## src/rtl/simplebus_arbiter.sv

```systemverilog
`default_nettype none
// ============================================================================
// Module   : simplebus_arbiter
// Brief    : Two-master (IFU, LSU) to one-slave SimpleBus arbiter. Holds one
//            pending request per master, forwards one at a time with
//            round-robin tie breaking, routes the response back to the owner
//            and forces an error response if the slave stays silent.
// Revision : 1.0 - initial release
// ============================================================================
module simplebus_arbiter #(
  parameter int ADDR_W  = 32,
  parameter int DATA_W  = 32,
  parameter int TIMEOUT = 255,
  parameter int CNT_W   = 8
) (
  input  logic                clock,
  input  logic                reset,
  // IFU
  input  logic [ADDR_W-1:0]   ifu_addr,
  input  logic                ifu_reqValid,
  output logic [DATA_W-1:0]   ifu_rdata,
  output logic                ifu_respValid,
  output logic                ifu_err,
  // LSU
  input  logic [ADDR_W-1:0]   lsu_addr,
  input  logic [DATA_W-1:0]   lsu_wdata,
  input  logic [DATA_W/8-1:0] lsu_wmask,
  input  logic                lsu_wen,
  input  logic                lsu_reqValid,
  output logic [DATA_W-1:0]   lsu_rdata,
  output logic                lsu_respValid,
  output logic                lsu_err,
  // Slave
  output logic [ADDR_W-1:0]   mem_addr,
  output logic [DATA_W-1:0]   mem_wdata,
  output logic [DATA_W/8-1:0] mem_wmask,
  output logic                mem_wen,
  output logic                mem_reqValid,
  input  logic [DATA_W-1:0]   mem_rdata,
  input  logic                mem_respValid,
  // Status
  output logic                busy,
  output logic                owner,
  output logic                overflow
);

  localparam int c_MASK_W = DATA_W / 8;
  // Last WAIT count before the forced error response (unused when TIMEOUT == 0)
  localparam logic [CNT_W-1:0] c_TO_LAST = CNT_W'((TIMEOUT == 0) ? 0 : TIMEOUT - 1);

  typedef enum logic [1:0] {
    S_IDLE = 2'd0,
    S_REQ  = 2'd1,
    S_WAIT = 2'd2,
    S_RESP = 2'd3
  } state_t;

  state_t r_state;
  state_t w_state_nxt;

  // Pending slots
  logic                r_ifu_pend;
  logic [ADDR_W-1:0]   r_ifu_addr;
  logic                r_lsu_pend;
  logic [ADDR_W-1:0]   r_lsu_addr;
  logic [DATA_W-1:0]   r_lsu_wdata;
  logic [c_MASK_W-1:0] r_lsu_wmask;
  logic                r_lsu_wen;

  // Registered outputs
  logic [ADDR_W-1:0]   r_mem_addr;
  logic [DATA_W-1:0]   r_mem_wdata;
  logic [c_MASK_W-1:0] r_mem_wmask;
  logic                r_mem_wen;
  logic                r_mem_req;
  logic [DATA_W-1:0]   r_ifu_rdata;
  logic                r_ifu_resp;
  logic                r_ifu_err;
  logic [DATA_W-1:0]   r_lsu_rdata;
  logic                r_lsu_resp;
  logic                r_lsu_err;
  logic                r_busy;
  logic                r_owner;
  logic                r_overflow;
  logic [CNT_W-1:0]    r_cnt;

  // Decode of the current cycle
  logic w_grant_ifu;
  logic w_grant_lsu;
  logic w_resp_ok;
  logic w_resp_to;

  // State register
  always_ff @(posedge clock or negedge reset) begin
    if (!reset) r_state <= S_IDLE;
    else        r_state <= w_state_nxt;
  end

  // Next-state, grant and response-event decode
  always_comb begin
    w_state_nxt = r_state;
    w_grant_ifu = 1'b0;
    w_grant_lsu = 1'b0;
    w_resp_ok   = 1'b0;
    w_resp_to   = 1'b0;
    case (r_state)
      S_IDLE: begin
        if (r_ifu_pend && r_lsu_pend) begin
          // Round-robin: the master that did not hold the last grant wins
          if (r_owner) w_grant_ifu = 1'b1;
          else         w_grant_lsu = 1'b1;
          w_state_nxt = S_REQ;
        end else if (r_ifu_pend) begin
          w_grant_ifu = 1'b1;
          w_state_nxt = S_REQ;
        end else if (r_lsu_pend) begin
          w_grant_lsu = 1'b1;
          w_state_nxt = S_REQ;
        end
      end
      S_REQ: begin
        if (mem_respValid) begin
          w_resp_ok   = 1'b1;
          w_state_nxt = S_RESP;
        end else begin
          w_state_nxt = S_WAIT;
        end
      end
      S_WAIT: begin
        if (mem_respValid) begin
          w_resp_ok   = 1'b1;
          w_state_nxt = S_RESP;
        end else if ((TIMEOUT != 0) && (r_cnt == c_TO_LAST)) begin
          w_resp_to   = 1'b1;
          w_state_nxt = S_RESP;
        end
      end
      S_RESP:  w_state_nxt = S_IDLE;
      default: w_state_nxt = S_IDLE;
    endcase
  end

  // IFU pending slot: a pulse coinciding with the grant refills the slot
  always_ff @(posedge clock or negedge reset) begin
    if (!reset) begin
      r_ifu_pend <= 1'b0;
      r_ifu_addr <= '0;
    end else if (ifu_reqValid && (!r_ifu_pend || w_grant_ifu)) begin
      r_ifu_pend <= 1'b1;
      r_ifu_addr <= ifu_addr;
    end else if (w_grant_ifu) begin
      r_ifu_pend <= 1'b0;
    end
  end

  // LSU pending slot: same capture rule as the IFU slot
  always_ff @(posedge clock or negedge reset) begin
    if (!reset) begin
      r_lsu_pend  <= 1'b0;
      r_lsu_addr  <= '0;
      r_lsu_wdata <= '0;
      r_lsu_wmask <= '0;
      r_lsu_wen   <= 1'b0;
    end else if (lsu_reqValid && (!r_lsu_pend || w_grant_lsu)) begin
      r_lsu_pend  <= 1'b1;
      r_lsu_addr  <= lsu_addr;
      r_lsu_wdata <= lsu_wdata;
      r_lsu_wmask <= lsu_wmask;
      r_lsu_wen   <= lsu_wen;
    end else if (w_grant_lsu) begin
      r_lsu_pend  <= 1'b0;
    end
  end

  // Sticky overflow: a pulse arrived while its slot was still occupied
  always_ff @(posedge clock or negedge reset) begin
    if (!reset) begin
      r_overflow <= 1'b0;
    end else if ((ifu_reqValid && r_ifu_pend && !w_grant_ifu) ||
                 (lsu_reqValid && r_lsu_pend && !w_grant_lsu)) begin
      r_overflow <= 1'b1;
    end
  end

  // Slave request: mem_* loaded on grant and held until the next grant
  always_ff @(posedge clock or negedge reset) begin
    if (!reset) begin
      r_mem_addr  <= '0;
      r_mem_wdata <= '0;
      r_mem_wmask <= '0;
      r_mem_wen   <= 1'b0;
      r_mem_req   <= 1'b0;
      r_owner     <= 1'b1;
    end else begin
      r_mem_req <= w_grant_ifu | w_grant_lsu;
      if (w_grant_ifu) begin
        r_mem_addr  <= r_ifu_addr;
        r_mem_wdata <= '0;
        r_mem_wmask <= '0;
        r_mem_wen   <= 1'b0;
        r_owner     <= 1'b0;
      end else if (w_grant_lsu) begin
        r_mem_addr  <= r_lsu_addr;
        r_mem_wdata <= r_lsu_wdata;
        r_mem_wmask <= r_lsu_wmask;
        r_mem_wen   <= r_lsu_wen;
        r_owner     <= 1'b1;
      end
    end
  end

  // Timeout counter: zeroed in REQ, counts silent WAIT cycles
  always_ff @(posedge clock or negedge reset) begin
    if (!reset)                                   r_cnt <= '0;
    else if (r_state == S_REQ)                    r_cnt <= '0;
    else if (r_state == S_WAIT && !mem_respValid) r_cnt <= r_cnt + CNT_W'(1);
  end

  // Response routing: one-cycle pulse to the owner, zeros everywhere else
  always_ff @(posedge clock or negedge reset) begin
    if (!reset) begin
      r_ifu_rdata <= '0;
      r_ifu_resp  <= 1'b0;
      r_ifu_err   <= 1'b0;
      r_lsu_rdata <= '0;
      r_lsu_resp  <= 1'b0;
      r_lsu_err   <= 1'b0;
    end else begin
      r_ifu_rdata <= '0;
      r_ifu_resp  <= 1'b0;
      r_ifu_err   <= 1'b0;
      r_lsu_rdata <= '0;
      r_lsu_resp  <= 1'b0;
      r_lsu_err   <= 1'b0;
      if (w_resp_ok || w_resp_to) begin
        if (!r_owner) begin
          r_ifu_resp  <= 1'b1;
          r_ifu_err   <= w_resp_to;
          r_ifu_rdata <= w_resp_ok ? mem_rdata : '0;
        end else begin
          r_lsu_resp  <= 1'b1;
          r_lsu_err   <= w_resp_to;
          // Stores return no data
          r_lsu_rdata <= (w_resp_ok && !r_mem_wen) ? mem_rdata : '0;
        end
      end
    end
  end

  // Busy mirrors the state the FSM is entering
  always_ff @(posedge clock or negedge reset) begin
    if (!reset) r_busy <= 1'b0;
    else        r_busy <= (w_state_nxt != S_IDLE);
  end

  assign mem_addr      = r_mem_addr;
  assign mem_wdata     = r_mem_wdata;
  assign mem_wmask     = r_mem_wmask;
  assign mem_wen       = r_mem_wen;
  assign mem_reqValid  = r_mem_req;
  assign ifu_rdata     = r_ifu_rdata;
  assign ifu_respValid = r_ifu_resp;
  assign ifu_err       = r_ifu_err;
  assign lsu_rdata     = r_lsu_rdata;
  assign lsu_respValid = r_lsu_resp;
  assign lsu_err       = r_lsu_err;
  assign busy          = r_busy;
  assign owner         = r_owner;
  assign overflow      = r_overflow;

endmodule
`default_nettype wire

```

## config.mk

```make
export PLATFORM = sky130hd
export DESIGN_NAME = simplebus_arbiter
export DESIGN_NICKNAME = d
export VERILOG_FILES = /design/src/rtl/simplebus_arbiter.sv
export SDC_FILE = /design/constraint.sdc
export NUM_CORES = 1
export LEC_CHECK = 0
export CAP_MARGIN = 20
export CORE_ASPECT_RATIO = 1.5
export CORE_MARGIN = 2
export CORE_UTILIZATION = 42
export CTS_CLUSTER_DIAMETER = 100
export DETAILED_ROUTE_END_ITERATION = 12
export GPL_TIMING_DRIVEN = 0
export PLACE_DENSITY = 0.83
export SYNTH_ARGS = -nofsm -noshare
export SYNTH_HDL_FRONTEND = slang
export SYNTH_SLANG_ARGS = --single-unit
```

## constraint.sdc

```tcl
create_clock -name clock -period 1.85 [get_ports clock]
set_input_delay 0.185 -clock clock [delete_from_list [all_inputs] [get_ports clock]]
set_output_delay 0.185 -clock clock [all_outputs]
set_load 0.1 [all_outputs]
```

==> results of run 1 <==
metal layers:
layer / GRT usage [%] / vias up
met4: 7.016 / 0
met3: 4.348 / 50
li1: - / 2925
met1: 22.78 / 3183
met5: 0 / -
met2: 35.94 / 226
worst paths after layout:
check | from | endpoint | slack, ns
worst max-delay path | r_state[0] | r_lsu_wdata[16] | 0.04
worst min-delay path | reset | r_lsu_addr[15] | 0.14
worst max register to register | r_state[0] | r_lsu_wdata[16] | 0.04
worst min register to register | mem_addr[29] | mem_addr[29] | 0.48
max in group asynchronous | reset | r_lsu_wdata[12] | 0.86
min in group clock | mem_rdata[2] | ifu_rdata[2] | 0.25
cell usage in the layout (no fill, tap or decap), drive strengths merged, types with 4 or more instances in the layout:
| master | count |
|---|---|
| clkdlybuf4s50 | 136 |
| clkdlybuf4s15 | 136 |
| buf | 28 |
| nand2 | 40 |
| o21ai | 37 |
| o22ai | 32 |
| a22o | 37 |
| and2 | 65 |
| nor2 | 11 |
| clkbuf | 54 |
| dfrtp | 253 |
| inv | 10 |
| a21oi | 4 |
| ha | 5 |
| clkinv | 7 |
| mux2 | 101 |
through the flow:
step           utilization, %  TNS [ns]  setup slack (ns)  instance area, sq um  std cells
2_1_floorplan               -         0           0.01057                  9385        664
3_3_place_gp            56.54  -2526.74            -9.909                 12510       1218
3_5_place_dp            56.81    -32.51           -0.2858                 12570       1220
4_1_cts                 61.65         0        0.00006717                 13640       1263
5_1_grt                 61.99   -0.1872          -0.02137                 13720       1266
6_report                62.00         0           0.04397                 13720       1267
state kept, by name (all words and copies together) (netlist names), 2 cells and up:
| register | cells |
|---|---|
| r_cnt | 8 |
| r_lsu_wdata | 32 |
| r_lsu_wmask | 4 |
| r_ifu_addr | 32 |
| mem_wmask | 4 |
| r_lsu_addr | 32 |
| ifu_rdata | 32 |
| mem_wdata | 32 |
| lsu_rdata | 32 |
| mem_addr | 32 |
| r_state | 2 |
logic make-up (layout without fill, tap and decap cells):
kind of cell / after synthesis / in the layout
AO/OA/AOI/OAI: 117 / 117
XOR/XNOR: 5 / 5
adder cells (fa/ha/maj): 5 / 5
buffers and inverters: 49 / 375
flip-flops: 254 / 254
multiplexers: 101 / 101
other: 0 / 1
AND/OR/NAND/NOR: 133 / 133
area by class of cell:
type                            instances  area, sq um
Fill cell                            1689         8411
Sequential cell                       254         6361
Timing Repair Buffer                  284         3040
Multi-Input combinational cell        361         2834
Clock buffer                           33        725.7
Tap cell                              276        345.3
Buffer                                 38        245.2
Clock inverter                         10        128.9
Inverter                               10        37.54
Antenna cell                            1        2.502
cells in the mapped netlist (2+ instances only):
library cell	instances
a21oi_1	4
nor2b_1	2
clkbuf_1	13
buf_1	2
or3_1	2
dfrtp_1	253
and2_1	65
nand3_1	3
xor2_1	3
nand4_1	3
o22ai_1	32
inv_1	10
a211oi_1	2
ha_1	5
o21ai_0	31
nor3_1	2
a22o_1	37
nand2_1	39
mux2_4	10
buf_2	21
o21ai_1	5
nor2_1	11
mux2_2	89
xnor2_1	2
buf_6	2
mux2_1	2
repair_timing:
item,4_1_cts,5_1_grt
hold endpoints to repair,166,0
gates resized for setup,441,31
hold buffers,1,0
gates cloned,0,1
setup buffers,0,2
pin swaps,1,1
endpoints found under the setup margin,341,177
==> results.py, run 1 <==
metrics = {
    "status": {
        "status": "complete, no violations",
    },
    "cells_and_area": {
        "final_nets": 1116,
        "syn_to_final_growth_pct": 46.39,
        "drive_gt1_share_pct": 33.74,
    },
    "floorplanning": {
        "die-area_sq_mm": 0.02355,
        "core-area_sq_mm": 0.02213,
        "die_h_um": 187.0,
        "die_x_um": 126.0,
        "initial_core_util_pct": 42.35,
        "ios": 279,
        "num_rows": 67,
    },
    "yosys": {
        "synth_area_leaders": "dfrtp_1 (68%), mux2_2 (11%), and2_1 (4.3%)",
        "synth_top_area_share_pct": 67.55,
        "synth_area_sq_mm": 0.009373,
        "yosysWarnings": 0,
        "yosysTopAreaCell": "dfrtp_1",
        "synth-main-ff-cell": "dfrtp_1",
        "synth_cell_types": 40,
        "synthMuxAreaShare_pct": 12.54,
        "synthXorXnorAreaFrac_pct": 0.4672,
        "synth_nets": 807,
        "yosysSeqAreaShare_pct": 67.83,
        "synth-compound-area-share_pct": 8.463,
        "synth_top_family_by_area": "multiplexers",
        "async_reset_ff_share_pct": 100.0,
        "yosys_register_bits": 254,
        "syn_area_per_cell_sq_um": 14.12,
        "synth_cells": 664,
        "yosys.area_share.simple_pct": 7.596,
        "synthAdderAreaFrac_pct": 0.6675,
        "synth_edf_count": 0,
    },
    "timing": {
        "drv_slew": 0,
        "post-route-min-period_ns": 1.806,
        "rsz0062_at_grt": "yes",
        "clock.fmax_ghz": 0.5537,
        "fin_crit_sh_pct": 97.62,
        "finalHoldViolCount": 0,
        "setup_viol": 0,
        "slew_headroom_pct": 60.75,
        "worst_clock_skew_ns": 0.008092,
        "worst_pin_slew_ns": 0.5915,
        "fin_hold_ws_ns": 0.1401,
    },
    "place": {
        "io_buffers": 278,
        "gp_congestion": 0.7830,
        "hpwl_mm": 16.76,
    },
    "route": {
        "ant_nets": 0,
        "dr_wl_met3_mm": 1.547,
        "via_count": 6384,
        "wl_mm": 23.74,
        "drc": 0,
        "drt_iter0_drc": 317,
        "vias_per_cell": 5.039,
        "top_layer_used": "met4",
        "m1WireLength_mm": 8.761,
        "route.met2.wl_mm": 12.64,
        "wire_per_inst_um": 18.73,
        "drt_first_pass_iters": 4,
    },
    "clock_tree": {
        "clockRootBuffer": "clkbuf_16",
        "cts_tree": "yes",
        "clock_sinks": 254,
        "clockBufferDepth": 3,
        "insertion_delay_ns": 0.51,
        "path_clk_slew_ns": 0.06,
        "htreeDepth": 1,
        "cts_buffers": 24,
    },
    "global_route": {
        "antenna_found_initial": 1,
        "grt_overflow_total": 0,
        "grt_use_total_pct": 19.79,
        "grt_pass1_vias": 6984,
        "grt_max_degree": 115,
        "grt_pass1_wl_mm": 37.50,
    },
    "worst_setup_path": {
        "cp_slowest_cell": "dfrtp_1",
        "cp.required_ns": 2.24,
        "crit_fanout": 10,
        "start_kind": "register",
        "crit_arrival_ns": 2.19,
        "crit_type": "reg2reg",
        "crit_buf_inv": 2,
        "ff2ff_path_depth": 7,
        "cpPeakStageDelay_ns": 0.40,
        "path_depth": 7,
        "crit_path_cell_trace": "inv_2, ha_4, a21boi_2, nand2b_4, nand2_8, buf_4, mux2_2",
        "cp-end-kind": "register",
        "crit_family": "flip-flops",
    },
    "job": {
        "cap_violations": 0,
    },
    "min_path": {
        "min_path_type": "in2async",
    },
}
Power of run 1 is not shown: default switching activity piles up to over one toggle a cycle in this logic, so the estimate is an artifact.
==> run 2, diff against run 1 <==
--- a/config.mk
+++ b/config.mk
@@ -8,11 +8,11 @@
 export CAP_MARGIN = 20
 export CORE_ASPECT_RATIO = 1.5
 export CORE_MARGIN = 2
-export CORE_UTILIZATION = 42
+export CORE_UTILIZATION = 26
 export CTS_CLUSTER_DIAMETER = 100
 export DETAILED_ROUTE_END_ITERATION = 12
 export GPL_TIMING_DRIVEN = 0
-export PLACE_DENSITY = 0.83
+export PLACE_DENSITY = 0.59
 export SYNTH_ARGS = -nofsm -noshare
 export SYNTH_HDL_FRONTEND = slang
 export SYNTH_SLANG_ARGS = --single-unit
==> run 2 against run 1 <==
Compared with the run above: clock skew increased by 0.014 ns; flip-flop and latch count unchanged; maximum frequency decreased by 1.3%; worst setup slack got worse by 0.024 ns; utilization decreased by 23 points; clock-buffer cell count increased by 10; critical path depth increased by 1; sequential share of layout area decreased by 1.3 points; critical endpoint is now r_lsu_addr[25]; largest cell class unchanged; highest routed layer is now met5.
==> results.py, run 2 (synthesized netlist as in run 1, its figures left out) <==
metrics = {
    "cells_and_area": {
        "drive_gt1_share_pct": 33.90,
        "fin_util_pct": 39.47,
        "final_common_cell": "dfrtp_1",
        "syn_to_final_growth_pct": 50.50,
        "final_nets": 1123,
        "layout_common_cells": "dfrtp_1 (253), clkdlybuf4s15_2 (140), clkdlybuf4s50_1 (136)",
        "fillers": 3481,
    },
    "worst_setup_path": {
        "crit_arrival_ns": 2.26,
        "cp-startpoint": "r_state[0]",
        "crit_type": "reg2reg",
        "worstSetupEndpoint": "r_lsu_addr[25]",
        "reg2reg_from": "r_state[0]",
        "r2r_setup_slack_ns": 0.02,
        "cp-end-kind": "register",
        "start_kind": "register",
        "ff2ff_path_depth": 8,
        "cp.required_ns": 2.28,
        "crit_fanout": 10,
        "reg2reg_to": "r_lsu_addr[25]",
    },
    "place": {
        "hpwl_mm": 18.13,
        "io_buffers": 278,
        "gp_congestion": 0.7272,
        "pre_cts_ws_ns": -0.4441,
    },
    "timing": {
        "drv_slew": 0,
        "clock.fmax_ghz": 0.5464,
        "setup_viol": 0,
        "fin_crit_sh_pct": 98.93,
        "fin_ws_ns": 0.01982,
        "rsz0062_at_grt": "yes",
        "worst_clock_skew_ns": 0.02237,
        "worst_pin_slew_ns": 0.6308,
        "finalHoldViolCount": 0,
        "fin_tns_setup_ns": 0,
        "fin_hold_ws_ns": 0.1351,
        "post-route-min-period_ns": 1.830,
        "slew_headroom_pct": 57.95,
    },
    "min_path": {
        "min_path_type": "in2async",
    },
    "clock_tree": {
        "htreeDepth": 1,
        "insertion_delay_ns": 0.55,
        "clockRootBuffer": "clkbuf_16",
        "path_clk_slew_ns": 0.06,
        "clock_sinks": 254,
        "cts_tree": "yes",
        "cts_buffers": 28,
        "clockBufferDepth": 3,
    },
    "floorplanning": {
        "die_h_um": 236.5,
        "initial_core_util_pct": 26.23,
        "die_x_um": 159.0,
        "ios": 279,
        "num_rows": 85,
        "die-area_sq_mm": 0.03762,
        "core-area_sq_mm": 0.03573,
    },
    "route": {
        "drc": 0,
        "drt_first_pass_iters": 6,
        "wire_per_inst_um": 17.23,
        "drt_iter0_drc": 271,
        "wl_mm": 25.48,
        "via_count": 6374,
        "vias_per_cell": 4.310,
        "ant_nets": 0,
    },
    "global_route": {
        "grt_overflow_total": 0,
        "grt_max_degree": 113,
        "grt_pass1_wl_mm": 40.54,
        "grt_use_total_pct": 13.57,
        "grt_pass1_vias": 6874,
        "antenna_found_initial": 2,
    },
    "power_and_ir_drop": {
        "vdd_drop_max_mv": 1.423,
        "leakage_nw": 6.150,
        "power_mw": 29.30,
        "power_density_mw_per_mm2": 2077,
    },
    "job": {
        "cap_violations": 0,
    },
    "status": {
        "status": "complete, no violations",
    },
}
==> run 2: cell count changes in the layout (fill, tap and decap cells not counted), moves of 3 or more <==
cell	change
clkbuf_1	+6
clkdlybuf4s15_2	+4
buf_4	+6
clkbuf_16	+3
clkbuf_2	-4
==> run 2: how the worst min path moves through the flow <==
stage,endpoint,cells after the start,slack [ns],from
after floorplan,busy,0,-0.11,reset
after global placement,mem_addr[24],2,0.46,mem_addr[24]
after detailed placement,ifu_rdata[22],1,0.13,reset
after CTS,ifu_rdata[22],2,0.13,reset
after global routing,ifu_rdata[22],2,0.17,reset
final,ifu_rdata[22],2,0.14,reset
==> run 2: routing by layer <==
metal / vias to the layer above / GRT usage (%) / wire length, um
met2: 193 / 24.12 / 13110
met4: 2 / 4.490 / 665
li1: 2934 / - / -
met3: 37 / 3.626 / 1693
met1: 3208 / 15.84 / 9998
met5: - / 0 / 12
==> run 2: power breakdown <==
| group | internal, mW | switching [mW] | leakage (nW) |
|---|---|---|---|
| logic | 4.52 | 10.3 | 2.49 |
| registers | 7.75 | 1.09 | 3.20 |
| clock network | 3.38 | 2.23 | 0.458 |
| total | 15.6 | 13.7 | 6.15 |
==> run 2: through the flow <==
step,instance area (sq um),cells
2_1_floorplan,9385,664
3_3_place_gp,12770,1420
3_5_place_dp,12830,1422
4_1_cts,14040,1476
5_1_grt,14110,1479
6_report,14110,1479
==> run 2: area by class of cell <==
class / instances / area, sq um / area share (%)
inverter: 10 / 37.54 / 0.2661
sequential: 254 / 6361 / 45.09
clock inverter: 7 / 88.84 / 0.6298
tap: 478 / 598.1 / 4.240
clock buffer: 43 / 838.3 / 5.943
timing repair buffer: 287 / 3070 / 21.77
antenna: 1 / 2.502 / 0.01774
multi-input combinational: 361 / 2850 / 20.21
buffer: 38 / 259.0 / 1.836
==> run 2: worst max-delay path: stages (launching register included) <==
cell	delay [ns]
dfrtp_1	0.39
inv_2	0.10
ha_4	0.18
a21boi_4	0.18
nand2b_4	0.17
nand2_8	0.08
buf_12	0.16
buf_12	0.15
mux2_4	0.29
==> run 2: timing repair <==
action	4_1_cts	5_1_grt
endpoints found under the setup margin	368	157
buffers inserted	3	3
pin swaps	1	2
resized for setup	451	26
endpoints found under the hold margin	52	0
hold buffers	1	0
Power figures use the tool's default switching activity.
==> edit 1 (settings of run 2) <==
Add an input register stage for `lsu_wdata`, without a reset; this delays it by one clock. The other inputs are not delayed to match.
--- a/src/rtl/simplebus_arbiter.sv
+++ b/src/rtl/simplebus_arbiter.sv
@@ -57,2 +57,8 @@
 
+  logic [DATA_W-1:0] lsu_wdata_q;
+
+  always_ff @(posedge clock) begin
+    lsu_wdata_q <= lsu_wdata;
+  end
+
   state_t r_state;
@@ -166,3 +172,3 @@
       r_lsu_addr  <= lsu_addr;
-      r_lsu_wdata <= lsu_wdata;
+      r_lsu_wdata <= lsu_wdata_q;
       r_lsu_wmask <= lsu_wmask;
Function: changed (Yosys sat finds a counterexample within 4 cycles, from zero or initial values and one cycle with reset low).
==> edit 1 against run 2 <==
Critical path depth fell by 1. Sequential cell count is 32 higher. Power grew 8.0%. Routed wire length up 9.1%. Setup slack got worse by 14 ps. Via count is 4.0% higher. Hold slack lost 74 ps. Final area up 7.9%. Synthesized area is 6.8% higher. Largest cell class unchanged. Largest power group unchanged.
==> edit 1: results <==
{
  "status": "finished, final reports clean",
  "async_reset_ff_frac": 0.888,
  "wl_met1_um": 10600,
  "dr.pass1.iters": 4,
  "p_leak_nw": 6.76,
  "drt_iter0_drc": 390,
  "cp_data_arrival_time_ps": 2290,
  "grt_pass1_vias": 7096,
  "grt_first_pass_wirelength_um": 41600,
  "clk_latency_ps": 570,
  "dr_wl_met2_um": 14500,
  "numCtsBuffers": 30,
  "finalWirelength_um": 27800,
  "wl_met3_um": 1600,
  "port_buffers": 278,
  "synthCells": 696,
  "syn_nets": 839,
  "maxSlewHeadroom": 0.545,
  "hpwl_um": 19200,
  "placed_cell_area_um2": 13500,
  "min-delay-path-class": "in -> reg",
  "ir_worst_vdd_mv": 1.24,
  "fin_nets": 1166,
  "vias_per_cell": 4.30,
  "pre_cts_slack_ps": -600,
  "yosysUniqueCellTypes": 41,
  "wire_per_inst_um": 18.0
}
==> edit 1: final timing paths <==
kind | end | start | cells past startpoint | slack, ps
worst max-delay path | r_lsu_addr[14] | owner | 7 | 5
worst min register to register | r_lsu_wdata[13] | lsu_wdata_q[13] | 1 | 460
worst min-delay path | lsu_wdata_q[13] | lsu_wdata[13] | 1 | 60
min in group asynchronous | ifu_rdata[14] | reset | 2 | 230
worst max register to register | r_lsu_addr[14] | owner | 7 | 5
max in group asynchronous | r_lsu_addr[3] | reset | 4 | 260
==> edit 1: layout make-up <==
cell class,count,area (µm²)
diodes,2,5.00
fillers,3616,23000
repair buffers,297,3240
multi-input cells,361,2990
inverters,10,37.5
flip-flops and latches,286,7000
well taps,495,619
clock buffers,43,891
plain buffers,37,299
clock inverters,12,144
==> edit 1: kinds of logic after synthesis <==
family / after synthesis / synth area share
AOI/OAI and AO/OA: 117 / 0.0792
and+or+nand+nor: 133 / 0.0711
adders and majority gates: 5 / 0.00625
DFF: 286 / 0.699
muxes: 101 / 0.117
xor gates and xnor gates: 5 / 0.00437
buffers and inverters: 49 / 0.0229
==> edit 1: metrics by stage <==
step / hold WS, ps / power [mW]
finish: 61.4 / 31.7
global placement: 442 / 24.4
CTS: 21.8 / 31.4
detailed placement: 246 / 24.6
global route: 28.3 / 33.2
floorplan: -111 / 20.5
==> edit 1: power by group <==
part           internal [mW]  switching (mW)
sequential              8.48            1.14
clock                   3.75            2.51
combinational           5.18            10.6
==> edit 1: repair_timing <==
item                                   in CTS  in global routing
resized for setup                         470                 65
hold buffers                                1                  0
setup buffers                               9                  4
pin swaps                                   1                  0
cloned                                      1                  2
setup endpoints to repair                 372                195
endpoints found under the hold margin      88                  0
==> edit 1: layer usage <==
| metal | up-vias | track usage |
|---|---|---|
| li1 | 3062 | - |
| met1 | 3317 | 0.151 |
| met2 | 190 | 0.240 |
| met3 | 57 | 0.0297 |
| met4 | 4 | 0.0606 |
| met5 | - | 0 |
==> edit 1: worst max-delay path, cell delays in order (launching register included) <==
cell	delay, ps
dfstp_4	660
buf_6	110
a21boi_4	40
nand2b_4	170
nand2_8	90
buf_12	160
buf_12	150
mux2_2	330
==> edit 2 (config.mk and constraints of run 2) <==
Without the edit above. Change the parameter `DATA_W` from 32 to 24.
--- a/src/rtl/simplebus_arbiter.sv
+++ b/src/rtl/simplebus_arbiter.sv
@@ -11,3 +11,3 @@
   parameter int ADDR_W  = 32,
-  parameter int DATA_W  = 32,
+  parameter int DATA_W  = 24,
   parameter int TIMEOUT = 255,
Interface: changed (7 resized); port bits go from 279 to 237. No check against the original RTL was run, so the function may have changed too.
==> edit 2 against run 2 <==
Count of clock-buffer cells in the layout decreased by 8. Routed wire length decreased by 11%. Setup slack improved by 48 ps. Power decreased by 9.7%. Synthesized cell count decreased by 11%. Sequential cell count decreased by 34. Global-route usage decreased by 0.15 points. Final area decreased by 12%. Non-clock buffer count decreased by 51. Synthesized area decreased by 10%. Critical path depth decreased by 1. Clock skew decreased by 16 ps. Critical endpoint is now r_lsu_addr[27]. Largest cell class unchanged.
==> edit 2: results <==
{
  "port_buffers": 236,
  "fin_nets": 982,
  "wl_met1_um": 8650,
  "clk_latency_ps": 520,
  "multi_input_area_share": 0.216,
  "maxSlewHeadroom": 0.378,
  "final-seq-area_um2": 5510,
  "ys_seq_area_frac": 0.654,
  "dr_wl_met2_um": 11400,
  "synth_compound_area_frac": 0.0836,
  "p_leak_nw": 5.55,
  "p_switching_mw": 12.1,
  "num-nonclk-buffers": 274,
  "grt_pass1_vias": 6272,
  "nonClkBufAreaFrac": 0.228,
  "gr-usage-met3": 0.0422,
  "drive_gt1_frac": 0.341,
  "fillers": 3071,
  "finalWirelength_um": 22600,
  "vias_per_cell": 4.34,
  "numCtsBuffers": 24,
  "place_inst": 1237,
  "muxShareOfSynthArea": 0.141,
  "comb_power_share": 0.506,
  "dr.pass1.iters": 4,
  "powerDensity_nw_per_um2": 2120,
  "synth_common_cells": "dfrtp_1, mux2_2, and2_1, mux2_4, nand2_1",
  "pre_cts_slack_ps": -276,
  "syn_nets": 716,
  "multi_input_comb_cells": 326,
  "min-delay-path-class": "in -> reg",
  "diodes": 1,
  "nClkBuffers": 35,
  "grt_start_max_net_pins": 117,
  "synthCells": 590,
  "wire_per_inst_um": 17.6,
  "grt_first_pass_wirelength_um": 35300,
  "ir_worst_vdd_mv": 1.18,
  "die_w_um": 151,
  "hpwl_um": 15800,
  "synth_xor_area_frac": 0.00624,
  "yosysUniqueCellTypes": 39,
  "clkCellAreaFrac": 0.0701,
  "grt.met2_usage": 0.236,
  "antenna_found_initial": 1,
  "design_area_um2": 12500,
  "synthTopCellsByArea": "dfrtp_1, mux2_4, mux2_2",
  "cp_data_arrival_time_ps": 2190,
  "status": "finished, final reports clean",
  "pg_clk_mw": 5.25,
  "topRoutingLayerUsed": "met4",
  "wl_met3_um": 1790,
  "synthAdderAreaFrac": 0.00743
}
==> edit 2: timing repair <==
action	in CTS	in global routing
hold buffers	1	0
pin swaps	1	2
buffers inserted	0	2
gates resized for setup	364	23
hold endpoints to repair	114	0
setup endpoints to repair	291	118
==> edit 2: worst max-delay path, stage by stage (launching register included) <==
cell and delay [ps]:
dfrtp_1 390, inv_2 80, ha_4 190, a21boi_2 160, nand2b_4 180, nand2_8 150, buf_8 170, mux2_2 340
==> edit 2: path summary, 6_finish.rpt <==
| check | startpoint | end | slack, ps | cells after the start |
|---|---|---|---|---|
| worst max-delay path | r_state[0] | r_lsu_addr[27] | 70 | 7 |
| worst min-delay path | mem_rdata[0] | ifu_rdata[0] | 240 | 2 |
| worst max register to register | r_state[0] | r_lsu_addr[27] | 70 | 7 |
| worst min register to register | mem_addr[7] | mem_addr[7] | 480 | 2 |
| max in group asynchronous | reset | r_lsu_wdata[22] | 500 | 3 |
| min in group asynchronous | reset | mem_addr[23] | 300 | 2 |
